## src/rtl/mul_div_unit.sv

```systemverilog
// mul_div_unit -- iterative radix-2 multiply/divide unit.
//
// Performs one shift-add (multiply) or restoring shift-subtract (divide)
// step per clock. It uses a single private adder that is shared between
// the two modes. Signed operations work on operand magnitudes. The sign
// of each result is applied in a final fix-up cycle.
//
// Ports:
//   CLK       rising-edge clock
//   Reset     asynchronous, active-low reset
//   Start     operation request, sampled only while idle
//   Op        00 UMUL, 01 SMUL, 10 UDIV, 11 SDIV (latched with Start)
//   OperandA  multiplicand / dividend (latched with Start)
//   OperandB  multiplier / divisor (latched with Start)
//   Busy      high while an operation is in progress
//   Done      one-cycle pulse when the results become valid
//   ResultLo  MUL: product[WIDTH-1:0]      DIV: quotient
//   ResultHi  MUL: product[2*WIDTH-1:WIDTH] DIV: remainder
//   DivZero   set with Done for a divide by zero; cleared by the next Start
module mul_div_unit #(
  parameter int WIDTH = 32
) (
  input  logic             CLK,
  input  logic             Reset,
  input  logic             Start,
  input  logic [1:0]       Op,
  input  logic [WIDTH-1:0] OperandA,
  input  logic [WIDTH-1:0] OperandB,
  output logic             Busy,
  output logic             Done,
  output logic [WIDTH-1:0] ResultLo,
  output logic [WIDTH-1:0] ResultHi,
  output logic             DivZero
);

  localparam int                CNT_W    = $clog2(WIDTH + 1);
  localparam logic [CNT_W-1:0]  CNT_LOAD = CNT_W'(WIDTH);
  localparam logic [CNT_W-1:0]  CNT_ONE  = CNT_W'(1);

  localparam logic [1:0] OP_UMUL = 2'b00;
  localparam logic [1:0] OP_SMUL = 2'b01;
  localparam logic [1:0] OP_UDIV = 2'b10;
  localparam logic [1:0] OP_SDIV = 2'b11;

  typedef enum logic [1:0] {
    S_IDLE = 2'd0,
    S_CALC = 2'd1,
    S_FIX  = 2'd2
  } state_t;

  state_t state_q, state_d;

  logic              is_div_q;
  logic [CNT_W-1:0]  cnt_q;
  logic [WIDTH-1:0]  hi_q;      // partial product high half / partial remainder
  logic [WIDTH-1:0]  lo_q;      // multiplier shift register / quotient shift register
  logic [WIDTH-1:0]  addend_q;  // multiplicand or divisor magnitude
  logic              neg_res_q;
  logic              neg_rem_q;
  logic              dz_q;

  logic signed [WIDTH-1:0] opa_s;
  logic signed [WIDTH-1:0] opb_s;
  logic                    is_signed;
  logic                    div_by_zero;

  logic [WIDTH+1:0] add_a;
  logic [WIDTH+1:0] add_b;
  logic [WIDTH+1:0] add_cin;
  logic [WIDTH+1:0] add_sum;
  logic             div_ge;

  // Two's-complement magnitude. The most negative value maps to 2^(WIDTH-1),
  // which is still representable as an unsigned WIDTH-bit magnitude.
  function automatic logic [WIDTH-1:0] abs_w(input logic signed [WIDTH-1:0] v);
    logic [WIDTH-1:0] r;
    r = (v < 0) ? -v : v;
    return r;
  endfunction

  function automatic logic [WIDTH-1:0] neg_w(input logic [WIDTH-1:0] v,
                                             input logic            en);
    return en ? -v : v;
  endfunction

  function automatic logic [2*WIDTH-1:0] neg_2w(input logic [2*WIDTH-1:0] v,
                                                input logic              en);
    return en ? -v : v;
  endfunction

  assign opa_s       = OperandA;
  assign opb_s       = OperandB;
  assign is_signed   = Op[0];
  assign div_by_zero = Op[1] && (OperandB == '0);

  // Shared adder, WIDTH+2 bits wide.
  // Multiply: hi + (lo[0] ? addend : 0). The top bit is always 0 and bit
  //   WIDTH is the carry that shifts into hi.
  // Divide: {hi, lo msb} - addend. The top bit is the borrow, so a 0 there
  //   means the shifted remainder is at least the divisor.
  always_comb begin
    add_a   = '0;
    add_b   = '0;
    add_cin = '0;
    if (is_div_q) begin
      add_a   = {1'b0, hi_q, lo_q[WIDTH-1]};
      add_b   = ~{2'b00, addend_q};
      add_cin = {{(WIDTH+1){1'b0}}, 1'b1};
    end else begin
      add_a = {2'b00, hi_q};
      add_b = lo_q[0] ? {2'b00, addend_q} : '0;
    end
    add_sum = add_a + add_b + add_cin;
    div_ge  = ~add_sum[WIDTH+1];
  end

  // State register
  always_ff @(posedge CLK or negedge Reset) begin
    if (!Reset) begin
      state_q <= S_IDLE;
    end else begin
      state_q <= state_d;
    end
  end

  // Next-state logic and Busy
  always_comb begin
    state_d = state_q;
    Busy    = 1'b0;
    case (state_q)
      S_IDLE: begin
        if (Start) begin
          state_d = div_by_zero ? S_FIX : S_CALC;
        end
      end
      S_CALC: begin
        Busy = 1'b1;
        if (cnt_q == CNT_ONE) begin
          state_d = S_FIX;
        end
      end
      S_FIX: begin
        Busy    = 1'b1;
        state_d = S_IDLE;
      end
      default: state_d = S_IDLE;
    endcase
  end

  // Datapath: operand capture, iteration, sign fix-up
  always_ff @(posedge CLK or negedge Reset) begin
    if (!Reset) begin
      is_div_q  <= 1'b0;
      cnt_q     <= '0;
      hi_q      <= '0;
      lo_q      <= '0;
      addend_q  <= '0;
      neg_res_q <= 1'b0;
      neg_rem_q <= 1'b0;
      dz_q      <= 1'b0;
      Done      <= 1'b0;
      DivZero   <= 1'b0;
      ResultLo  <= '0;
      ResultHi  <= '0;
    end else begin
      Done <= (state_q == S_FIX);
      case (state_q)
        S_IDLE: begin
          if (Start) begin
            is_div_q <= Op[1];
            cnt_q    <= CNT_LOAD;
            DivZero  <= 1'b0;
            if (div_by_zero) begin
              // The fix-up cycle passes these through unchanged: an all-ones
              // quotient, and the dividend returned as the remainder.
              hi_q      <= OperandA;
              lo_q      <= '1;
              addend_q  <= OperandB;
              neg_res_q <= 1'b0;
              neg_rem_q <= 1'b0;
              dz_q      <= 1'b1;
            end else begin
              hi_q      <= '0;
              lo_q      <= is_signed ? abs_w(opa_s) : OperandA;
              addend_q  <= is_signed ? abs_w(opb_s) : OperandB;
              neg_res_q <= is_signed && (opa_s[WIDTH-1] ^ opb_s[WIDTH-1]);
              neg_rem_q <= (Op == OP_SDIV) && opa_s[WIDTH-1];
              dz_q      <= 1'b0;
            end
          end
        end
        S_CALC: begin
          cnt_q <= cnt_q - CNT_ONE;
          if (is_div_q) begin
            hi_q <= div_ge ? add_sum[WIDTH-1:0] : {hi_q[WIDTH-2:0], lo_q[WIDTH-1]};
            lo_q <= {lo_q[WIDTH-2:0], div_ge};
          end else begin
            hi_q <= add_sum[WIDTH:1];
            lo_q <= {add_sum[0], lo_q[WIDTH-1:1]};
          end
        end
        S_FIX: begin
          DivZero <= dz_q;
          if (is_div_q) begin
            ResultLo <= neg_w(lo_q, neg_res_q);
            ResultHi <= neg_w(hi_q, neg_rem_q);
          end else begin
            {ResultHi, ResultLo} <= neg_2w({hi_q, lo_q}, neg_res_q);
          end
        end
        default: begin
          cnt_q <= '0;
        end
      endcase
    end
  end

  // Op encodings kept for readability of the decode above.
  logic unused_ops;
  assign unused_ops = ^{OP_UMUL, OP_SMUL, OP_UDIV};

endmodule
```

## config.mk

```make
export PLATFORM = sky130hd
export DESIGN_NAME = mul_div_unit
export DESIGN_NICKNAME = d
export VERILOG_FILES = /design/src/rtl/mul_div_unit.sv
export SDC_FILE = /design/constraint.sdc
export NUM_CORES = 1
export LEC_CHECK = 0
export ABC_AREA = 0
export CAP_MARGIN = 20
export CORE_AREA = 2 2 167 169
export CTS_BUF_LIST = sky130_fd_sc_hd__clkbuf_4 sky130_fd_sc_hd__clkbuf_8 sky130_fd_sc_hd__clkbuf_16
export CTS_CLUSTER_SIZE = 28
export DETAILED_ROUTE_END_ITERATION = 8
export DIE_AREA = 0 0 169 171
export PLACE_DENSITY = 0.72
export SLEW_MARGIN = 20
export SYNTH_ARGS = -nofsm -noshare
export SYNTH_HDL_FRONTEND = slang
export SYNTH_SLANG_ARGS = --single-unit
export TNS_END_PERCENT = 50
```

## constraint.sdc

```tcl
create_clock -name CLK -period 5.71 [get_ports CLK]
set_input_delay 1.142 -clock CLK [delete_from_list [all_inputs] [get_ports CLK]]
set_output_delay 1.142 -clock CLK [all_outputs]
set_load 0.01 [all_outputs]
```

==> results.tsv <==
stage	metric	value	unit
outcome	status	complete, no violations	
floorplan	Die ar.	0.0289	sq mm
detailed_routing	drt first pass iters	6	
pwr	Switching Power	5.19	mW
floorplan	Core ar.	0.0273	sq mm
logic_synthesis	Synth Warn #	0	
sta	final hold vios	0	
worst_hold_path	hold depth	2	
pwr	Seq pwr share	24.9	%
flow_run	# Max-Cap Violations	0	
sta	Slew HR	29.0	%
worst_hold_path	hold_sp	addend_q[18]	
floorplan	Starting Density	49.9	%
detailed_routing	vias	13100	
cts	Max clock buf depth	2	
cts	Root Buffer	clkbuf_16	
sta	max-slew violation count	0	
final_layout	Layout area overhead	14.9	%
grt	total track usage	28.9	%
sta	Clock Skew	14.6	ps
cts	Inserted Clock Buffers	17	
placement	Area after DPL	0.0151	sq mm
cts	CTS tree	yes	
final_layout	Antenna diodes	0	
cts	setup bufs post-CTS	0	
pwr	clock share of power	11.2	%
worst_hold_path	Worst Hold End	addend_q[18]	
grt	first-pass GRT wire length	65900	um
logic_synthesis	number of enable flip-flop cells after synthesis	0	
logic_synthesis	synth unique cells	79	
grt	largest net degree at the start of global routing	124	
grt	initial antenna violation count	0	
cts	quantity of hold-fixing buffers added after cts	0	
detailed_routing	Routed Antenna Nets	0	
worst_hold_path	Worst Hold Class	register to register	
setup_path	CP max stage delay	910	ps
logic_synthesis	Post-Syn Area per Cell	7.93	sq um
setup_path	type of the worst setup path	register to register	
placement	dpl cells	2102	
logic_synthesis	Yosys reg bits	174	
setup_path	CP Cell Sequence	inv_1, nor2_2, buf_4, nand2_1, o21ai_0, ha_1, and2_1, and3_1, a21oi_1, nor2b_1, a31oi_1, and3_1, o21ai_0, a211oi_1, a211o_1	
cts	CTS HTree Levels	4	
setup_path	worst reg2reg startpoint	lo_q[0]	
detailed_routing	Initial DRC Count	1379	
detailed_routing	Routed WL	42000	um
grt	vias in the first global route	12000	
cts	CTS clk-pin slew, worst paths	70	ps
sta	unrepaired setup endpoints after global routing	false	
logic_synthesis	sequential fraction of the synthesis area	31.9	%
final_layout	share of layout cells above drive strength 1	7.77	%
placement	port bufs	135	
logic_synthesis	synthesized net count	1833	
setup_path	FF-to-FF End	hi_q[28]	
grt	Remaining Overflow, GRT	0	
logic_synthesis	Post-synth ARST share	100	%
pwr	worst vdd ir	0.368	mV
setup_path	Worst path slowest cell	and3_1	
placement	Detailed Place HPWL	31600	um
logic_synthesis	ys flop type	dfrtp_1	
logic_synthesis	synth top area cells	dfrtp_1 32%, a21oi_1 6.5%, o21ai_0 6.3%	
sta	Setup TNS	0	ps
logic_synthesis	Mapped Area	0.0136	sq mm
detailed_routing	routed vias/inst	6.14	
sta	Slew @ Worst Pin	1060	ps
setup_path	reg-to-reg setup timing slack	1050	ps
detailed_routing	DRC	0	
logic_synthesis	Cells after Synth	1722	
sta	period utilization	81.7	%
floorplan	row count	61	
final_layout	Final nets	1886	
detailed_routing	WL/cell	19.7	um
logic_synthesis	biggest area consumer among synthesized cells	dfrtp_1	
final_layout	design area	0.0157	sq mm
floorplan	I/O pin total	136	
setup_path	CP Max Fanout	29	
setup_path	R2R depth	15	
setup_path	Worst Setup Start Kind	register	
cts	post-cts resize count	0	
pwr	Comb power frac	63.9	%
floorplan	Die W	169	um
placement	final RePlAce weighted congestion	0.941	
sta	achievable frequency	0.214	GHz
setup_path	Req. time, crit path	6080	ps
final_layout	most common library cell in the layout ignoring fill and taps	nand2_1	
final_layout	most frequent cells in the layout	201 x nand2_1, 178 x nor2_1, 178 x a21oi_1	
cts	Num Clock Sinks	174	
floorplan	Die Y-Extent	171	um
sta	setup violators final	0	
pwr	pwr dens	654	mW/mm^2
pwr	Int Pwr	5.07	mW
final_layout	Layout Cells excl Fill	2134	
logic_synthesis	top cell type's share of synthesized area	31.9	%
sta	Final min period	4660	ps
setup_path	crit path capture type	register	
pwr	Switching Share	50.6	%
setup_path	Arrival @ worst endpoint	5040	ps
cts	worst skew pair latency	440	ps
pwr	leakage	6.40	nW
area by class of cell:
cell class,count,area [sq um]
Fill cell,2575,11600
Multi-Input combinational cell,1391,8660
Sequential cell,174,4360
Timing Repair Buffer,159,1550
Clock inverter,14,130
Tap cell,346,433
Inverter,32,120
Clock buffer,18,433
power by group through the flow:
stage	Combinational, mW	Sequential, mW	Clock [mW]
finish	6.56	2.56	1.15
global route	7.20	2.64	1.23
CTS	6.46	2.53	1.16
detailed placement	6.42	2.56	0
global placement	6.35	2.53	0
floorplan	4.71	2.30	0
sequential cells by signal, indices dropped and copies added, names as in the netlist:
register / flops
ResultHi: 32
dz_q: 1
Done: 1
ResultLo: 32
addend_q: 32
state_q: 2
hi_q: 32
is_div_q: 1
cnt_q: 6
neg_res_q: 1
DivZero: 1
lo_q: 32
neg_rem_q: 1
per-layer routing:
metal | share of wire [%] | vias up | global-route usage [%]
met1 | 45 | 6134 | 40.6
met5 | 0 | - | 0
met4 | 3.5 | 0 | 10.7
met2 | 44 | 582 | 44.9
met3 | 7.1 | 98 | 4.93
li1 | - | 6290 | -
cells in the mapped netlist, types with 29 or more instances:
| cell | count |
|---|---|
| dfrtp_1 | 174 |
| nand2_1 | 202 |
| clkbuf_1 | 105 |
| mux2_2 | 43 |
| o21ai_0 | 172 |
| inv_1 | 32 |
| xor2_1 | 80 |
| mux2i_1 | 29 |
| ha_1 | 41 |
| nor3_1 | 39 |
| nand3_1 | 39 |
| nor2_1 | 179 |
| xnor2_1 | 68 |
| a21oi_1 | 178 |
per-stage QoR:
step	setup WS [ps]	utilization, %	hold WS [ps]	power [mW]
floorplan	1420	-	466	7.01
global placement	1290	55.3	479	8.89
detailed placement	1130	55.3	492	8.98
CTS	1130	57.4	507	10.2
global route	669	57.4	537	11.1
finish	1050	57.4	502	10.3
critical path: cells and delay by family (launching register included):
family                     cells  cell delay (ps)
AOI/OAI and AO/OA              6             1180
DFF                            1              490
adders and majority gates      1              360
and+or+nand+nor                6             2120
buffers and inverters          2              460
how the worst max path moves through the flow:
stage | cells past startpoint | end | startpoint
after floorplan | 18 | hi_q[25] | is_div_q
after global placement | 10 | hi_q[15] | is_div_q
after detailed placement | 14 | hi_q[25] | is_div_q
after CTS | 14 | hi_q[25] | is_div_q
after global routing | 15 | hi_q[28] | lo_q[0]
final | 15 | hi_q[28] | lo_q[0]
cells by family after synthesis:
kind of cell               share of synthesized area, %
muxes                                              5.78
buffers and inverters                              4.79
AOI/OAI and AO/OA                                  23.7
xor gates and xnor gates                           9.50
DFF                                                31.9
adders and majority gates                          3.91
and+or+nand+nor                                    20.4
No activity file was read; power rests on OpenSTA's default activity.
